## src/rtl/hazard_pkg.sv

```systemverilog
// Shared types and default constants for the hazard controller.
package hazard_pkg;

  typedef enum logic [1:0] {
    FWD_RF  = 2'b00,
    FWD_WB  = 2'b01,
    FWD_MEM = 2'b10
  } fwd_sel_t;

  localparam int PC_REG_DEF = 15;
  localparam int REG_AW_DEF = 4;

endpackage

```

## src/rtl/hazard_pcw_track.sv

```systemverilog
// Tracks PC-writing instructions through E/M/W; pcw[0]=E, pcw[1]=M, pcw[2]=W.
module hazard_pcw_track (
  input  logic clk,
  input  logic reset_n,
  input  logic pcs_d,
  input  logic condex_e,
  input  logic mem_stall,
  input  logic flush_e,
  input  logic stall_d,
  output logic pcwr_pending_f,
  output logic pcsrc_w
);

  logic [2:0] pcw;

  always_ff @(posedge clk or negedge reset_n) begin
    if (!reset_n) begin
      pcw <= '0;
    end else if (mem_stall) begin
      // E and M are frozen; W is fed a bubble.
      pcw <= {1'b0, pcw[1:0]};
    end else begin
      pcw <= {pcw[1], pcw[0] & condex_e, pcs_d & ~flush_e & ~stall_d};
    end
  end

  assign pcwr_pending_f = pcs_d | pcw[0] | pcw[1];
  assign pcsrc_w        = pcw[2];

endmodule

```

## src/rtl/hazard_ctrl_gen.sv

```systemverilog
// Pipeline hazard controller: forwarding, load-use/memory stalls, PC-write flushes.
// Optional HAZARD_PERF_CNT_EN adds four saturating event counters on perf_cnt.
module hazard_ctrl_gen
  import hazard_pkg::*;
#(
  parameter int NUM_SRC = 3,
  parameter int REG_AW  = REG_AW_DEF,
  parameter int PC_REG  = PC_REG_DEF
) (
  input  logic                      clk,
  input  logic                      reset_n,
  input  logic [NUM_SRC*REG_AW-1:0] ra_d,
  input  logic [NUM_SRC*REG_AW-1:0] ra_e,
  input  logic [REG_AW-1:0]         wa_e,
  input  logic [REG_AW-1:0]         wa_m,
  input  logic [REG_AW-1:0]         wa_w,
  input  logic                      regwrite_e,
  input  logic                      regwrite_m,
  input  logic                      regwrite_w,
  input  logic                      memtoreg_e,
  input  logic                      pcs_d,
  input  logic                      condex_e,
  input  logic                      branch_taken_e,
  input  logic                      mem_req_m,
  input  logic                      mem_ready_m,
  output logic [NUM_SRC*2-1:0]      forward_e,
  output logic                      stall_f,
  output logic                      stall_d,
  output logic                      stall_e,
  output logic                      stall_m,
  output logic                      flush_d,
  output logic                      flush_e,
  output logic                      flush_w,
  output logic                      pcwr_pending_f,
  output logic                      pcsrc_w
`ifdef HAZARD_PERF_CNT_EN
  ,
  output logic [63:0]               perf_cnt
`endif
);

  localparam logic [REG_AW-1:0] PC_ADDR = REG_AW'(PC_REG);

  logic [NUM_SRC-1:0] d_hit;
  logic               ldr_stall;
  logic               mem_stall;

  for (genvar i = 0; i < NUM_SRC; i++) begin : g_src
    logic [REG_AW-1:0] src_e;
    logic [REG_AW-1:0] src_d;
    fwd_sel_t          sel;

    assign src_e    = ra_e[i*REG_AW +: REG_AW];
    assign src_d    = ra_d[i*REG_AW +: REG_AW];
    assign d_hit[i] = (src_d == wa_e) && (src_d != PC_ADDR);

    always_comb begin
      sel = FWD_RF;
      if (regwrite_m && (src_e == wa_m) && (src_e != PC_ADDR)) begin
        sel = FWD_MEM;
      end else if (regwrite_w && (src_e == wa_w) && (src_e != PC_ADDR)) begin
        sel = FWD_WB;
      end
    end

    assign forward_e[2*i +: 2] = reset_n ? sel : FWD_RF;
  end

  assign ldr_stall = memtoreg_e & regwrite_e & (|d_hit);
  assign mem_stall = mem_req_m & ~mem_ready_m;

  // Reset forces the pipe into flush with no stalls, even mid memory stall.
  always_comb begin
    stall_f = 1'b0;
    stall_d = 1'b0;
    stall_e = 1'b0;
    stall_m = 1'b0;
    flush_d = 1'b1;
    flush_e = 1'b1;
    flush_w = 1'b1;
    if (reset_n) begin
      if (mem_stall) begin
        stall_f = 1'b1;
        stall_d = 1'b1;
        stall_e = 1'b1;
        stall_m = 1'b1;
        flush_d = 1'b0;
        flush_e = 1'b0;
        flush_w = 1'b1;
      end else begin
        stall_f = ldr_stall | pcwr_pending_f;
        stall_d = ldr_stall;
        flush_e = ldr_stall | branch_taken_e;
        flush_d = pcwr_pending_f | pcsrc_w | branch_taken_e;
        flush_w = 1'b0;
      end
    end
  end

  hazard_pcw_track u_pcw_track (
    .clk            (clk),
    .reset_n        (reset_n),
    .pcs_d          (pcs_d),
    .condex_e       (condex_e),
    .mem_stall      (mem_stall),
    .flush_e        (flush_e),
    .stall_d        (stall_d),
    .pcwr_pending_f (pcwr_pending_f),
    .pcsrc_w        (pcsrc_w)
  );

`ifdef HAZARD_PERF_CNT_EN
  logic [3:0][15:0] cnt;
  logic [3:0]       cnt_ev;

  assign cnt_ev = {pcsrc_w, branch_taken_e & ~mem_stall, mem_stall, ldr_stall & ~mem_stall};

  always_ff @(posedge clk or negedge reset_n) begin
    if (!reset_n) begin
      cnt <= '0;
    end else begin
      for (int i = 0; i < 4; i++) begin
        if (cnt_ev[i] && (cnt[i] != 16'hFFFF)) cnt[i] <= cnt[i] + 16'd1;
      end
    end
  end

  assign perf_cnt = cnt;
`endif

endmodule

```

## config.mk

```make
export PLATFORM = sky130hd
export DESIGN_NAME = hazard_ctrl_gen
export DESIGN_NICKNAME = d
export VERILOG_FILES = /design/src/rtl/hazard_pkg.sv /design/src/rtl/hazard_pcw_track.sv /design/src/rtl/hazard_ctrl_gen.sv
export SDC_FILE = /design/constraint.sdc
export NUM_CORES = 1
export LEC_CHECK = 0
export BUFFER_PORTS_ARGS = -buffer_cell sky130_fd_sc_hd__clkbuf_2
export CORE_UTILIZATION = 38
export DETAILED_ROUTE_END_ITERATION = 7
export PLACE_DENSITY = 0.8
export SYNTH_ARGS = -nofsm -noshare
export SYNTH_HDL_FRONTEND = slang
export SYNTH_SLANG_ARGS = --single-unit
```

## constraint.sdc

```tcl
create_clock -name clk -period 1.5 [get_ports clk]
set_input_delay 0.375 -clock clk [delete_from_list [all_inputs] [get_ports clk]]
set_output_delay 0.375 -clock clk [all_outputs]
set_load 0.05 [all_outputs]
```

==> run_results.csv, run 1 <==
group,metric,value,unit
synthesis,synthesis.yosys.warnings,0,
run_status,outcome.stop_stage,"clock tree synthesis (4_1_cts)",
cts,post_cts_buffers,7,
cts,ctsHoldBuffers,0,
synthesis,synth_compound_area_frac,0.1615,
synthesis,synth_xor_xnor_area_share,0.3524,
synthesis,synthesis.area_per_instance,7.586,um^2
run_status,firstError,"[ERROR DPL-0038] Utilization greater than 100%, impossible to legalize",
place,place.port_buffers,61,
die,num_rows,15,
cts,cts_buffer_depth,2,
cts,tritoncts.num_buffers,3,
synthesis,muxShareOfSynthArea,0,
place,routabilityCongestion,0.8768,
cts,clock_tree.htree_level_count,1,
cts,tritoncts_num_sinks,3,
synthesis,synth.lib_cells_used.distinct,25,
synthesis,synthAdderAreaFrac,0,
run_status,status,"aborted with a tool error",
synthesis,postSynthNetCount,142,
synthesis,sequential_share_of_the_synthesized_area,0.1042,
synthesis,synthSimpleGateAreaFrac,0.3663,
synthesis,synth_top_family_by_area,"simple AND/OR/NAND/NOR gates",
synthesis,post_synth_instance_area,720.7,um^2
cts,clockRootBuffer,"sky130_fd_sc_hd__clkbuf_4",
die,io_pins,62,
die,die-width,45.55,um
synthesis,synth_cells,95,
die,die_height,45.55,um
cts,cts.repair.resized,63,
synthesis,synth.ff_latch_count,3,
place,hpwl,2177,um
die,effective_utilization_at_floorplan,0.4129,
cells in the mapped netlist:
master                      count  area [um^2]
sky130_fd_sc_hd__nand3_1        6        30.03
sky130_fd_sc_hd__a21oi_1        2        10.01
sky130_fd_sc_hd__or2_2          2        12.51
sky130_fd_sc_hd__o21ai_0        2        10.01
sky130_fd_sc_hd__a41oi_1        1        8.760
sky130_fd_sc_hd__nor2b_1        6        37.54
sky130_fd_sc_hd__nand4_1        6        37.54
sky130_fd_sc_hd__buf_4          1        7.510
sky130_fd_sc_hd__dfrtp_1        3        75.07
sky130_fd_sc_hd__nor3_1         2        10.01
sky130_fd_sc_hd__and2_1         5        31.28
sky130_fd_sc_hd__and3_1         1        6.260
sky130_fd_sc_hd__a2111oi_2      2        30.03
sky130_fd_sc_hd__a22o_1         1        8.760
sky130_fd_sc_hd__a31oi_1        4        25.02
sky130_fd_sc_hd__nor2_1         4        15.01
sky130_fd_sc_hd__nand2b_1       1        6.260
sky130_fd_sc_hd__inv_1          1        3.750
sky130_fd_sc_hd__nor4_2         3        37.54
sky130_fd_sc_hd__nand2_1        9        33.78
sky130_fd_sc_hd__or3_1          1        6.260
sky130_fd_sc_hd__xnor2_1       18        157.7
sky130_fd_sc_hd__xor2_1        11        96.34
sky130_fd_sc_hd__o21ai_2        1        8.760
sky130_fd_sc_hd__a211oi_1       2        15.01
kinds of logic after synthesis:
kind of cell	Yosys count
flops	3
compound gates	15
buf+inv	2
xor+xnor	29
simple gates	46
metrics by stage:
step	setup WS, ns	instance area [um^2]	std cells	TNS (ns)
detailed placement	-0.5555	1339	195	-4.366
global placement	-0.5161	1339	195	-3.835
floorplan	-0.2834	885.9	95	-1.509
==> inputs of run 2 (changes only) <==
Settings changed: CORE_AREA set to 2 2 63 65, CORE_UTILIZATION 38 to unset, DIE_AREA set to 0 0 65 67, PLACE_DENSITY 0.8 to unset, PLACE_DENSITY_LB_ADDON set to 0.15.
==> run 2 against run 1 <==
Effect of this change:
- the flow now finishes, with violations (setup timing)
- area after synthesis did not move
- synthesized cell count did not move
==> run_results.csv, run 2 <==
group,metric,value,unit
run_status,violations,"setup timing",
run,cap_violations,0,
pwr,leakagePower,0.0008471,uW
synthesis,synthesis.yosys.warnings,0,
die,die_height,67,um
synthesis,number_of_enable_type_register_cells_in_the_synthesized_netlist,0,
global_routing,gr-total-overflow,0,
run_status,status,"complete, but fails checks",
timing,finalHoldWorstSlack,0.1369,ns
global_routing,wire_length_of_the_first_global_routing_pass,4761,um
drt,avgRoutedWirePerCell,12.31,um
die,core_region_area,0.003606,mm^2
cts,tritoncts.num_buffers,3,
worst_setup_path,endpoint_kind,"output port",
synthesis,synth.lib_cells_used.distinct,25,
cells_and_area,largest_register_ffs,3,
cts,ctsHoldBuffers,0,
drt,dr.first_iter.drc_count,8,
pwr,comb_power_share,0.618,
place,place.port_buffers,61,
worst_setup_path,worst-endpoint-required,1.12,ns
cells_and_area,antennaDiodeCount,0,
cts,clock_tree.htree_level_count,1,
pwr,vdd_drop_max,0.0002143,V
drt,drt_pre_antenna_iters,2,
drt,drcViolationCount,0,
drt,drt.antenna.violating_nets,0,
cts,cts.clk_slew.worst_paths,0.03,ns
drt,via_count,1021,
worst_setup_path,wp_buf_inv,2,
timing,final.min_clock_period,1.894,ns
timing,finalSetupViolCount,12,
cells_and_area,final_layout_size_suffix_gt1_frac,0.7097,
cells_and_area,syn_to_final_growth,169.6,%
worst_setup_path,max_stage_delay,0.30,ns
timing,tightest_slew,0.3849,ns
pwr,p_seq_frac,0.100,
timing,slew_viol_final,0,
worst_setup_path,critPathArrivalTime,1.52,ns
cells_and_area,layout_top_registers,"u_pcw_track.pcw: 3 flops",
cells_and_area,non_filler_instances,234,
die,die_area,0.004355,mm^2
global_routing,antenna_violations_before_repair,0,
cells_and_area,final_cell_mix,"sky130_fd_sc_hd__clkbuf_2 (29), sky130_fd_sc_hd__buf_4 (25), sky130_fd_sc_hd__xnor2_2 (10)",
cts,clock_latency,0.22,ns
drt,detail_route.vias_per_cell,4.363,
synthesis,postSynthNetCount,142,
worst_setup_path,critical_path_peak_fanout,4,
timing,worst_slew_margin_rel,0.7434,
worst_setup_path,criticalPathCategory,"in -> out",
synthesis,synth.ff_latch_count,3,
synthesis,synth_cells,95,
synthesis,netlist_top_cells_area,"sky130_fd_sc_hd__xnor2_1 (22%), sky130_fd_sc_hd__xor2_1 (13%), sky130_fd_sc_hd__dfrtp_1 (10%), sky130_fd_sc_hd__nand4_1 (5.2%), sky130_fd_sc_hd__nor2b_1 (5.2%)",
timing,layout_setup_ws,-0.3943,ns
cts,clockRootBuffer,"sky130_fd_sc_hd__clkbuf_8",
cts,tritoncts_num_sinks,3,
place,place.detailed.instances,227,
cells_and_area,final_common_cell,"sky130_fd_sc_hd__clkbuf_2",
timing,final_min_period_over_clock_period,1.263,
timing,fin_tns_setup,-2.769,ns
pwr,power.net_switching,316.1,uW
die,effective_utilization_at_floorplan,0.1999,
place,routabilityCongestion,0.7187,
drt,post_detailed_routing_wire_length,2881,um
place,hpwl,2452,um
global_routing,grt_util_all_layers,0.1419,
synthesis,sequential_share_of_the_synthesized_area,0.1042,
pwr,internal_power,554.4,uW
cells_and_area,post-route-cell-area,0.001943,mm^2
global_routing,grt_pass1_vias,1066,
pwr,switching_share,0.3631,
pwr,power.density,448.0,mW/mm^2
synthesis,synthesis.area_per_instance,7.586,um^2
timing,max_freq,0.5279,GHz
global_routing,grt_max_degree,7,
die,die-width,65,um
timing,finalClockSkew,0.001098,ns
cells_and_area,fin_nets,234,
worst_setup_path,cp_cell_sequence,"buf_6 -> xor2_1 -> nor4_2 -> o21ai_2 -> a31oi_4 -> buf_12",
hold_path,worst_hold_path_type,"in -> async",
synthesis,postSynth.topFlopCell,"sky130_fd_sc_hd__dfrtp_1",
cts,cts_buffer_depth,2,
synthesis,post_synth_instance_area,720.7,um^2
timing,timing_hold_violations_final,0,
cells_and_area,max_flop_register,"u_pcw_track.pcw",
synthesis,synth_top_cell_by_area,"sky130_fd_sc_hd__xnor2_1",
synthesis,yosysMostFrequentCell,"sky130_fd_sc_hd__xnor2_1",
timing,rsz_0062_raised_after_global_routing,"true",
worst_setup_path,category_of_cells_accounting_for_the_largest_share_of_critical_path_delay,"compound AO/OA/AOI/OAI gates",
pwr,p_clk_frac,0.281,
worst_setup_path,type_of_origin_of_the_critical_path,"primary input",
place,dpl-instance-area,0.001555,mm^2
synthesis,most_frequent_cells_after_synthesis,"sky130_fd_sc_hd__xnor2_1 (18), sky130_fd_sc_hd__xor2_1 (11), sky130_fd_sc_hd__nand2_1 (9)",
synthesis,synth_top_cell_area_share,0.2188,
die,io_pins,62,
worst_setup_path,standard_cell_with_the_maximum_stage_delay_on_the_critical_path,"sky130_fd_sc_hd__nor4_2",
die,num_rows,22,
cts,cts_tree,"done",
synthesis,asyncSetResetFlopFracSynth,1.000,
==> run 2: cell counts after synthesis <==
No cell type changed its count.
==> run 2: stage by stage <==
| step | setup WS, ns | util | power, uW |
|---|---|---|---|
| finish | -0.3943 | 0.5389 | 870.5 |
| global route | -0.4676 | 0.5389 | 914.8 |
| CTS | -0.4595 | 0.5167 | 850.1 |
| detailed placement | -0.4836 | 0.4313 | 531.7 |
| global placement | -0.4269 | 0.4313 | 523.4 |
| floorplan | -0.2834 | - | 313.1 |
==> run 2: final timing paths <==
path | from | to | slack, ns | cells past startpoint
worst max-delay path | ra_d[8] | stall_d | -0.39 | 6
worst min-delay path | reset_n | u_pcw_track.pcw[0] | 0.14 | 3
worst max register to register | u_pcw_track.pcw[0] | u_pcw_track.pcw[0] | 0.68 | 2
worst min register to register | u_pcw_track.pcw[1] | u_pcw_track.pcw[1] | 0.56 | 3
max in group asynchronous | reset_n | u_pcw_track.pcw[2] | 1.26 | 3
min in group clk | condex_e | u_pcw_track.pcw[1] | 0.39 | 3
==> run 2: cell families (layout without fill, tap and decap cells) <==
group / after synthesis / count (layout) / share of synthesized area
xor gates and xnor gates: 29 / 29 / 0.3524
DFF: 3 / 3 / 0.1042
buffers and inverters: 2 / 93 / 0.01562
and+or+nand+nor: 46 / 46 / 0.3663
AOI/OAI and AO/OA: 15 / 15 / 0.1615
==> run 2: power groups by stage <==
stage | registers [uW] | logic (uW) | clock network (uW)
2_1_floorplan | 90.7 | 222 | 0
3_3_place_gp | 87.6 | 436 | 0
3_5_place_dp | 87.5 | 444 | 0
4_1_cts | 87.1 | 514 | 249
5_1_grt | 87.6 | 573 | 254
6_report | 87.3 | 538 | 245
==> run 2: timing repair <==
action                     CTS  global route
buffers inserted             3             0
resized for setup           40            28
hold endpoints to repair     0             0
pin swaps                   16            13
setup endpoints to repair   13            13
==> run 2: metal layers <==
metal,up-vias,GRT usage,wire (um)
met1,462,0.1648,1165
met4,0,0.05585,53
li1,521,-,-
met3,5,0.01520,117
met5,-,0,0
met2,33,0.2642,1544
==> run 2: worst register-to-register path: stages, from the launching register on <==
cell                      delay, ns
sky130_fd_sc_hd__dfrtp_1       0.37
sky130_fd_sc_hd__buf_4         0.14
sky130_fd_sc_hd__a22o_1        0.19
==> run 2: cell type report <==
type	count	area (um^2)
inverters	1	7.507
multi-input cells	90	895.9
fillers	315	1663
flip-flops and latches	3	75.07
well taps	48	60.06
repair buffers	88	859.6
clock buffers	4	45.04
(Power assumes the default switching activity.)
